**config.mk**
```make
export PLATFORM = sky130hd
export DESIGN_NAME = ioshim_ioep_hub
export DESIGN_NICKNAME = d
export VERILOG_FILES = /design/src/rtl/ioshim_ioep_hub.sv
export SDC_FILE = /design/constraint.sdc
export NUM_CORES = 1
export LEC_CHECK = 0
export CORE_MARGIN = 2
export CORE_UTILIZATION = 50
export DETAILED_ROUTE_END_ITERATION = 6
export PLACE_DENSITY = 0.69
export SLEW_MARGIN = 20
export SYNTH_ARGS = -nofsm -noshare
export SYNTH_HDL_FRONTEND = slang
export SYNTH_SLANG_ARGS = --single-unit
```
**constraint.sdc**
```tcl
create_clock -name clk -period 4.44 [get_ports clk]
set_clock_uncertainty 0.15 [all_clocks]
set_input_delay 0.666 -clock clk [delete_from_list [all_inputs] [get_ports clk]]
set_output_delay 0.666 -clock clk [all_outputs]
set_load 0.02 [all_outputs]
```
**src/rtl/ioshim_ioep_hub.sv**
```systemverilog
// IO-endpoint hub: NUM_CH byte channels behind the ioshim_cpu IO port.
// Each channel owns a TX FIFO (CPU to peripheral) and an RX FIFO (peripheral to CPU).
module ioshim_ioep_hub #(
    parameter int NUM_CH = 4,
    parameter int DEPTH  = 8,
    parameter int EPBASE = 1
) (
    input  logic                  clk,
    input  logic                  reset,
    input  logic                  io_en,
    input  logic [4:0]            io_epnum,
    input  logic [7:0]            io_dout1,
    input  logic [7:0]            io_dout2,
    input  logic [15:0]           io_ab_dout,
    output logic [7:0]            io_din,
    output logic                  io_wreg,
    output logic                  io_wa,
    output logic                  io_wb,
    output logic [15:0]           io_ab_din,
    output logic [8*NUM_CH-1:0]   tx_data,
    output logic [NUM_CH-1:0]     tx_valid,
    input  logic [NUM_CH-1:0]     tx_ready,
    input  logic [8*NUM_CH-1:0]   rx_data,
    input  logic [NUM_CH-1:0]     rx_valid,
    output logic [NUM_CH-1:0]     rx_ready
);

    localparam int AW = $clog2(DEPTH);
    localparam int CW = AW + 1;

    logic [NUM_CH-1:0]         data_hit, stat_hit;
    logic [NUM_CH-1:0]         tx_empty, tx_full, rx_empty, rx_full;
    logic [NUM_CH-1:0]         ovf, udf, ovf_set, udf_set;
    logic [NUM_CH-1:0][CW-1:0] tx_count, rx_count;
    logic [NUM_CH-1:0][7:0]    rx_head;

    logic [7:0]  din_nxt;
    logic        wreg_nxt, wa_nxt;
    logic [15:0] ab_nxt;

    wire unused_inputs = &{1'b0, io_ab_dout, io_dout1[6:2]};

    assign io_wb = 1'b0;

    always_comb begin
        data_hit = '0;
        stat_hit = '0;
        for (int c = 0; c < NUM_CH; c++) begin
            data_hit[c] = io_en && (io_epnum == 5'(EPBASE + 2 * c));
            stat_hit[c] = io_en && (io_epnum == 5'(EPBASE + 2 * c + 1));
        end
    end

    for (genvar c = 0; c < NUM_CH; c++) begin : g_ch
        logic [7:0]    tx_mem [DEPTH];
        logic [7:0]    rx_mem [DEPTH];
        logic [AW-1:0] tx_wr, tx_rd, rx_wr, rx_rd;
        logic [CW-1:0] tx_cnt, rx_cnt;
        logic          tx_push, tx_pop, rx_push, rx_pop;

        // Full/empty come from pre-edge counts, so a push to a full FIFO is
        // rejected even when the other side drains it in the same cycle.
        assign tx_empty[c] = (tx_cnt == '0);
        assign tx_full[c]  = (tx_cnt == CW'(DEPTH));
        assign rx_empty[c] = (rx_cnt == '0);
        assign rx_full[c]  = (rx_cnt == CW'(DEPTH));

        assign tx_push = data_hit[c] & io_dout1[0] & ~tx_full[c];
        assign tx_pop  = tx_valid[c] & tx_ready[c];
        assign rx_push = rx_valid[c] & rx_ready[c];
        assign rx_pop  = data_hit[c] & io_dout1[1] & ~rx_empty[c];

        assign ovf_set[c] = data_hit[c] & io_dout1[0] & tx_full[c];
        assign udf_set[c] = data_hit[c] & io_dout1[1] & rx_empty[c];

        assign tx_valid[c]        = ~tx_empty[c];
        assign rx_ready[c]        = ~rx_full[c];
        assign tx_data[8*c +: 8]  = tx_mem[tx_rd];
        assign rx_head[c]         = rx_mem[rx_rd];
        assign tx_count[c]        = tx_cnt;
        assign rx_count[c]        = rx_cnt;

        // NOTE: FIFO storage carries no reset; the counts alone define which
        // entries are live, and leaving the arrays unreset lets them map to RAM.
        always_ff @(posedge clk) begin
            if (tx_push) tx_mem[tx_wr] <= io_dout2;
            if (rx_push) rx_mem[rx_wr] <= rx_data[8*c +: 8];
        end

        // NOTE: sequential state uses non-blocking assignments so every
        // register samples the pre-edge values regardless of statement order.
        always_ff @(posedge clk or posedge reset) begin
            if (reset) begin
                tx_wr  <= '0;
                tx_rd  <= '0;
                tx_cnt <= '0;
                rx_wr  <= '0;
                rx_rd  <= '0;
                rx_cnt <= '0;
            end else begin
                if (tx_push) tx_wr <= tx_wr + AW'(1);
                if (tx_pop)  tx_rd <= tx_rd + AW'(1);
                if (tx_push && !tx_pop)      tx_cnt <= tx_cnt + CW'(1);
                else if (tx_pop && !tx_push) tx_cnt <= tx_cnt - CW'(1);

                if (rx_push) rx_wr <= rx_wr + AW'(1);
                if (rx_pop)  rx_rd <= rx_rd + AW'(1);
                if (rx_push && !rx_pop)      rx_cnt <= rx_cnt + CW'(1);
                else if (rx_pop && !rx_push) rx_cnt <= rx_cnt - CW'(1);
            end
        end
    end

    // Sticky error flags: a set in the same cycle as a status clear wins.
    always_ff @(posedge clk or posedge reset) begin
        if (reset) begin
            ovf <= '0;
            udf <= '0;
        end else begin
            for (int c = 0; c < NUM_CH; c++) begin
                if (stat_hit[c] && io_dout1[7]) begin
                    ovf[c] <= 1'b0;
                    udf[c] <= 1'b0;
                end
                if (ovf_set[c]) ovf[c] <= 1'b1;
                if (udf_set[c]) udf[c] <= 1'b1;
            end
        end
    end

    // NOTE: every variable gets a default before the loop so no latch is inferred.
    always_comb begin
        din_nxt  = '0;
        wreg_nxt = 1'b0;
        wa_nxt   = 1'b0;
        ab_nxt   = '0;
        for (int c = 0; c < NUM_CH; c++) begin
            if (data_hit[c] && io_dout1[1]) begin
                wreg_nxt = 1'b1;
                din_nxt  = rx_empty[c] ? 8'h00 : rx_head[c];
            end
            if (stat_hit[c]) begin
                wreg_nxt = 1'b1;
                wa_nxt   = 1'b1;
                din_nxt  = {ovf[c], udf[c], rx_full[c], rx_empty[c],
                            tx_full[c], tx_empty[c], 2'b00};
                ab_nxt   = {8'(rx_count[c]), 8'(tx_count[c])};
            end
        end
    end

    always_ff @(posedge clk or posedge reset) begin
        if (reset) begin
            io_din    <= '0;
            io_wreg   <= 1'b0;
            io_wa     <= 1'b0;
            io_ab_din <= '0;
        end else begin
            io_din    <= din_nxt;
            io_wreg   <= wreg_nxt;
            io_wa     <= wa_nxt;
            io_ab_din <= ab_nxt;
        end
    end

endmodule

```
# == Word level (Yosys, flattened, before mapping) ==
# Memories as Yosys holds them, arrays and structs flattened.
# Cells that the tools add are included.
# totals
register_bits,114
ram_bits,512
input_bits,80
out_inout_bits,67
elab_cells,284
n_memories,8
# mem_list
name,words,width,rd,rd_ports_with_merged_regs,wr,line,source
g_ch[0].rx_mem,8,8,1,0,1,56,logic [7:0] rx_mem [DEPTH];
g_ch[0].tx_mem,8,8,1,0,1,55,logic [7:0] tx_mem [DEPTH];
g_ch[1].rx_mem,8,8,1,0,1,56,
g_ch[1].tx_mem,8,8,1,0,1,55,
g_ch[2].rx_mem,8,8,1,0,1,56,
g_ch[2].tx_mem,8,8,1,0,1,55,
+2 memories,--,--,--,--,--,--,
# classes
n_addsub,32
eq_ne,16
mux,72
bitwise_logic,48
n_reduce_logical,72
# op_table
cell,n
2-to-1 mux 8 bit,12
2-to-1 mux 4 bit,16
"adder 3 x 1 -> 3 bit, second input constant",16
2-to-1 mux 16 bit,3
2-to-1 mux 1 bit,40
"adder 4 x 1 -> 4 bit, second input constant",8
bitwise AND 1 bit,32
"equality test 4 bit, second input constant",8
logical AND 1 bit,32
zero test 4 bit,8
nonzero test 2 bit,16
"subtractor 4 x 1 -> 4 bit, second input constant",8
"equality test 5 x 3 -> 1 bit, second input constant",4
zero test 1 bit,16
NOT 1 bit,16
2-to-1 mux 12 bit,1
"equality test 5 x 2 -> 1 bit, second input constant",2
"equality test 5 x 1 -> 1 bit, second input constant",1
"equality test 5 x 4 -> 1 bit, second input constant",1

# == Longest topological paths before layout ==
# Gate-level depths: netlist of the first run.
# depth
word_depth,11
ltp_mapped,13

# == Worst setup path before layout of the first run ==
# OpenSTA, ideal clock, no wires.
# synth_path
path_kind,input -> register
start,input port io_epnum[3]
end,register g_ch[3].rx_cnt[3]
arrival_ns,3.038
path_slack_ns,1.126
stages,13
n_path_buf,2
path_cell_list,clkbuf_1 or3b_1 nor3_2 nand2b_1 buf_2 ha_1 inv_1 ha_1 a21o_1 a21oi_1 xnor2_1 nor2_1 xor2_1
# synth_between
elab_chain_len,7
# synth_lines
element,line,source
from (decl),11,"input logic [4:0] io_epnum,"
equality test 5 x 3 -> 1 bit *,49,data_hit[c] = io_en && (io_epnum == 5'(EPBASE + 2 * c));
logical AND 1 bit *,49,
bitwise AND 1 bit * (2 in series),71,assign rx_pop = data_hit[c] & io_dout1[1] & ~rx_empty[c];
zero test 1 bit,108,if (rx_push && !rx_pop) rx_cnt <= rx_cnt + CW'(1);
logical AND 1 bit,108,
2-to-1 mux 4 bit / nonzero test 2 bit (equally long branches),--,
to (signal assigned),108,
to (signal assigned),109,else if (rx_pop && !rx_push) rx_cnt <= rx_cnt - CW'(1);
to (decl),58,"logic [CW-1:0] tx_cnt, rx_cnt;"
# Every way passes the cells marked *; elsewhere a longest branch is shown, timed or not.
# A chain may end at the register's enable or synchronous reset.

# == Worst setup path in the final report of the first run ==
# layout_path
start,register g_ch[3].tx_rd[0]
end,output port tx_data[30]
# layout_between
elab_chain_len,1
# layout_lines
element,line,source
from (decl),57,"logic [AW-1:0] tx_wr, tx_rd, rx_wr, rx_rd;"
from (signal assigned),102,if (tx_pop) tx_rd <= tx_rd + AW'(1);
memory (8 x 8 bit),--,
to (decl),20,"output logic [8*NUM_CH-1:0] tx_data,"
# No other way between the ends.

==> results of run 1 <==
## worst paths after layout
kind,startpoint,to,slack [ns],depth (start not counted)
worst max-delay path,g_ch[3].tx_rd[0],tx_data[30],0.49,4
worst min-delay path,g_ch[0].tx_wr[2],g_ch[0].tx_wr[2],0.35,1
worst max register to register,g_ch[2].tx_cnt[0],g_ch[2].tx_cnt[3],1.41,10
worst min register to register,g_ch[0].tx_wr[2],g_ch[0].tx_wr[2],0.35,1
max in group asynchronous,reset,io_wreg,2.86,3
min in group asynchronous,reset,g_ch[3].tx_rd[2],0.41,2
## layout by cell type, fill, tap and decap left out, types with 40 or more instances in the layout
master	Yosys	final
nand2_1	58	58
edfxtp_1	512	512
clkdlybuf4s50_1	0	109
dfrtp_1	106	106
ha_1	40	40
xnor2_1	46	46
mux4_2	128	128
buf_4	11	54
nor2_1	83	83
mux2_2	54	54
clkbuf_16	0	61
## kinds of logic (layout without fill, tap and decap cells)
kind of cell               after synthesis  in the layout  share of synthesized area (%)
AOI/OAI and AO/OA                       83             83                           2.35
xor gates and xnor gates                64             64                           2.22
adders and majority gates               48             48                           2.62
buffers and inverters                   76            297                           1.42
DFF                                    618            618                           71.5
muxes                                  215            215                           15.2
other                                    1              9                         0.0149
and+or+nand+nor                        235            235                           4.60
## per-stage QoR
stage	total power [mW]	instance area, um2	hold slack (ns)	setup slack, ns	std cells
3_3_place_gp	11.8	27300	0.322	0.510	2130
5_1_grt	17.7	29300	0.378	0.313	2241
2_1_floorplan	10.5	25200	0.298	0.835	1348
6_report	16.9	29300	0.353	0.495	2241
4_1_cts	17.1	29300	0.351	0.419	2241
3_5_place_dp	12.0	27300	0.331	0.475	2130
## area by class of cell
cell class                 instances  area [um2]
fill                            3696       20700
tap                              672         841
multi-input combinational        654        6850
inverter                          16        62.6
clock inverter                    39         429
timing repair buffer             170        1530
sequential                       618       18000
clock buffer                      72        1570
## Yosys cell counts (all sizes together) (24+ instances only)
cell type  number  area (um2)
nand2          58         218
edfxtp        512       15400
mux2i          32         333
buf            36         206
nand2b         27         169
nor3           29         175
ha             40         500
clkbuf         24        90.1
xnor2          46         403
nor2           83         312
mux4          128        2880
mux2           55         619
dfrtp         106        2650
## power groups by stage
stage / Combinational, mW / Sequential [mW] / Clock (mW)
floorplan: 3.06 / 7.44 / 0
global placement: 3.92 / 7.93 / 0
detailed placement: 4.00 / 7.97 / 0
CTS: 4.03 / 7.86 / 5.21
global route: 4.30 / 7.96 / 5.43
finish: 3.95 / 7.83 / 5.10
## routing by layer
layer,wire length [um],global-route usage (%),vias up
met1,21100,26.1,6446
li1,-,-,5669
met2,24800,32.4,312
met5,68,0,-
met3,2520,3.88,92
met4,1350,6.27,12
## flip-flops by register name (all words and copies together) (netlist names), 8 cells and up
name,flops
g_ch.rx_mem,256
io_din,8
g_ch.tx_wr,12
io_ab_din,8
g_ch.tx_rd,12
g_ch.tx_cnt,16
g_ch.rx_rd,12
g_ch.tx_mem,256
g_ch.rx_cnt,16
g_ch.rx_wr,12
## critical path: stages (launching register included)
cell and delay (ns):
dfrtp_1 0.90, buf_4 0.27, mux4_2 0.52, mux2_2 0.28, clkdlybuf4s50_1 0.53
==> flow_summary_export.csv, run 1 <==
group,metric,value,unit
drt,viasPerCell,5.59,
die,start_util,50.4,%
min_path,hold_path_class,"register to register",
pwr,power_frac_seq,46.4,%
finish,final_util,58.7,%
pwr,peakVddDrop,376,uV
logic_synthesis,synthFlopType,"edfxtp_1",
finish,diodes,0,
place,dp_hpwl,33000,um
timing,hold_violations,0,
timing,worst_slew_pin_slew,1.03,ns
logic_synthesis,synth-seq-cells,618,
critical_path,critical_path_class,"register to output port",
grt,grt_max_degree,68,
logic_synthesis,syn_area,0.0252,mm2
cts,h-tree-depth,2,
cts,cts_resized,0,
grt,grt_pass1_wl,77000,um
logic_synthesis,ys_async_sr_fraction,17.2,%
place,gp_congestion,0.839,
pwr,leakage,9.92,nW
drt,drc,0,
drt,ant_nets,0,
pwr,clkPwrFrac,30.2,%
timing,fin_setup_tns,0,ns
timing,max_slew_margin,31.2,%
critical_path,endpoint_kind,"output port",
critical_path,path_max_fanout,14,
cts,clk_pin_slew,0.06,ns
critical_path,setup.worst_path.start_class,"register",
cts,cts_sinks,618,
grt,antenna_found_initial,6,
timing,rsz0062_at_grt,"no",
finish,areaGrowthSynthToFinish,16.3,%
timing,setup_violations,0,
cts,cts_hold_buf,0,
pwr,power_switching_share,28.5,%
die,die_x,228,um
die,core_area,0.0500,mm2
drt,routed_wl,49800,um
pwr,p_sw,4.81,mW
grt,groute.usage.overall,19.5,%
outcome,outcome,"completed",
die,die_area,0.0522,mm2
cts,post-cts-setup-buffers,0,
pwr,pwr_density_cell,576,mW/mm2
logic_synthesis,synth_cells,1340,
pwr,pwr-share-comb,23.4,%
logic_synthesis,yosysSeqAreaShare,71.5,%
critical_path,critPathRequiredTime,3.62,ns
drt,wl_per_cell,22.2,um
die,die_h,228,um
logic_synthesis,ys.warnings.count,0,
cts,cts_buffer_depth,3,
job,max_cap_viol_count,0,
cts,cts_tree,"built",
timing,min_period,3.95,ns
logic_synthesis,yosys.cell_types.count,58,
grt,grt_pass1_vias,13000,
die,fp-row-count,82,
cts,clk_latency,0.62,ns
logic_synthesis,synth_edf_count,512,
cts,cts_buffers,60,
finish,nets,1648,
finish,layout-drive-gt1-share,22.4,%
logic_synthesis,avgSynthCellArea,18.8,um2
drt,num_vias,12500,
drt,drt-initial-drc-count,977,
grt,grt_overflow_total,0,
timing,max_freq,0.253,GHz
critical_path,worst_ep_arrival_time,3.13,ns
cts,cts_root_buf,"clkbuf_16",
timing,period_share,88.9,%
die,io_pins,147,
timing,final-max-slew-violation-count,0,
drt,dr.pass1.iters,5,
place,io_buffers,116,
pwr,p_int,12.1,mW
No activity file was read; power rests on OpenSTA's default activity.
==> run 2: changes to the inputs <==
- CTS_CLUSTER_DIAMETER: not set -> 80
==> results of run 2 <==
Same layout as run 1: the final DEF is identical, and so are final timing and power.
==> run 3: changes to the inputs <==
- CTS_BUF_LIST: not set -> sky130_fd_sc_hd__clkbuf_4 sky130_fd_sc_hd__clkbuf_8
==> run 3 against run 2 <==
Effect of this change:
- wire length up 0.46%
- via count up 2.2%
- fmax down 1.4%
- combinational power about the same
- non-clock buffer count unchanged
- cell area up 0.33%
- final cell count up 3.5%
- flip-flop and latch count unchanged
- sequential power about the same
- largest cell class unchanged
==> flow_summary_export.csv, run 3 (synthesized netlist as in run 1, its figures left out) <==
group,metric,value,unit
job,max_cap_viol_count,0,
cts,cts_resized,0,
timing,hold_violations,0,
cts,clk_pin_slew,0.06,ns
place,gp_congestion,0.839,
drt,drt-initial-drc-count,1024,
timing,period_share,90.1,%
critical_path,path_cells,"buf_4 -> mux4_2 -> mux2_2 -> clkdlybuf4s50_1",
critical_path,path_depth,4,
drt,routed_wl,50000,um
timing,final-max-slew-violation-count,0,
timing,rsz0062_at_grt,"no",
timing,max_slew_margin,32.7,%
pwr,leakage,10.1,nW
grt,grt_max_degree,68,
finish,nets,1688,
timing,fin_setup_tns,0,ns
timing,worst_slew_pin_slew,1.01,ns
finish,areaGrowthSynthToFinish,16.7,%
cts,cts_buffers,100,
cts,h-tree-depth,3,
die,die_area,0.0522,mm2
timing,setup_violations,0,
die,io_pins,147,
grt,groute.usage.overall,19.7,%
critical_path,max_stage_delay,0.89,ns
die,start_util,50.4,%
critical_path,crit_family,"flip-flops",
cts,post-cts-setup-buffers,0,
finish,mostFrequentLayoutCell,"edfxtp_1",
critical_path,endpoint_kind,"output port",
cts,clk_latency,0.71,ns
critical_path,rr_worst_depth,10,
pwr,peakVddDrop,342,uV
timing,max_freq,0.250,GHz
timing,min_period,4.00,ns
cts,cts_hold_buf,0,
critical_path,setup.worst_path.start_class,"register",
grt,grt_pass1_wl,77700,um
place,io_buffers,116,
finish,reg_top3,"g_ch.rx_mem (256), g_ch.tx_mem (256)",
cts,cts_tree,"built",
cts,cts_root_buf,"clkbuf_8",
die,die_h,228,um
drt,viasPerCell,5.52,
die,core_area,0.0500,mm2
outcome,outcome,"completed",
pwr,pwr_density_cell,570,mW/mm2
cts,cts_buffer_depth,3,
pwr,power,16.8,mW
die,die_x,228,um
grt,antenna_found_initial,6,
drt,ant_nets,0,
grt,grt_pass1_vias,13300,
grt,grt_overflow_total,0,
place,dp_hpwl,33000,um
drt,dr.pass1.iters,5,
drt,drc,0,
cts,cts_sinks,618,
finish,layout_common_cells,"edfxtp_1, mux4_2, clkbuf_8",
critical_path,crit_buf_inv,2,
critical_path,critPathRequiredTime,3.62,ns
timing,holdWs,0.346,ns
die,fp-row-count,82,
critical_path,crit_path_top_delay_cell,"dfrtp_1",
critical_path,worst_ep_arrival_time,3.18,ns
finish,layout-drive-gt1-share,26.8,%
drt,num_vias,12800,
min_path,hold_path_class,"primary input to asynchronous set/reset pin",
critical_path,critical_path_class,"register to output port",
critical_path,path_max_fanout,14,
drt,wl_per_cell,21.6,um
run 3: cell types whose count changed in the layout (fill, tap and decap cells not counted), moves of 4 or more:
cell	previous run	this run
clkinv_2	7	16
clkbuf_8	0	111
bufinv_16	7	2
clkinvlp_4	7	3
clkbuf_4	0	41
clkbuf_1	11	0
clkbuf_16	61	0
run 3: cell type report:
cell class / count / area (um2)
fill: 3726 / 20600
inverter: 16 / 62.6
timing repair buffer: 170 / 1530
clock inverter: 37 / 255
clock buffer: 152 / 1840
antenna: 1 / 2.50
tap: 672 / 841
sequential: 618 / 18000
multi-input combinational: 654 / 6850
run 3: power by group:
part	internal, mW	switching, mW
sequential	6.98	0.852
clock	2.78	2.21
combinational	2.16	1.78
total	11.9	4.85
run 3: path summary, 6_finish.rpt:
kind                                endpoint  slack (ns)         startpoint
setup / recovery                 tx_data[25]        0.44   g_ch[3].tx_rd[0]
hold / removal              g_ch[3].tx_rd[2]        0.35              reset
setup reg to reg           g_ch[2].tx_cnt[3]        1.42  g_ch[2].tx_cnt[0]
hold reg to reg                       ovf[3]        0.35             ovf[3]
max in group asynchronous   g_ch[2].rx_wr[1]        2.90              reset
min in group clk                      ovf[3]        0.35             ovf[3]
run 3: per-stage QoR:
stage | setup slack, ns | instances | cell area, um2 | utilization, %
floorplan | 0.835 | 1348 | 25200 | -
global placement | 0.510 | 2130 | 27300 | 54.7
detailed placement | 0.475 | 2130 | 27300 | 54.7
CTS | 0.339 | 2319 | 29400 | 58.9
global route | 0.227 | 2320 | 29400 | 58.8
finish | 0.440 | 2320 | 29400 | 58.8
run 3: layer usage:
layer	up-vias	GRT usage, %	part of all wire, %
li1	5772	-	-
met1	6561	26.3	42
met2	371	32.2	50
met3	90	4.84	6.2
met4	10	6.25	2.3
met5	-	0	0.12
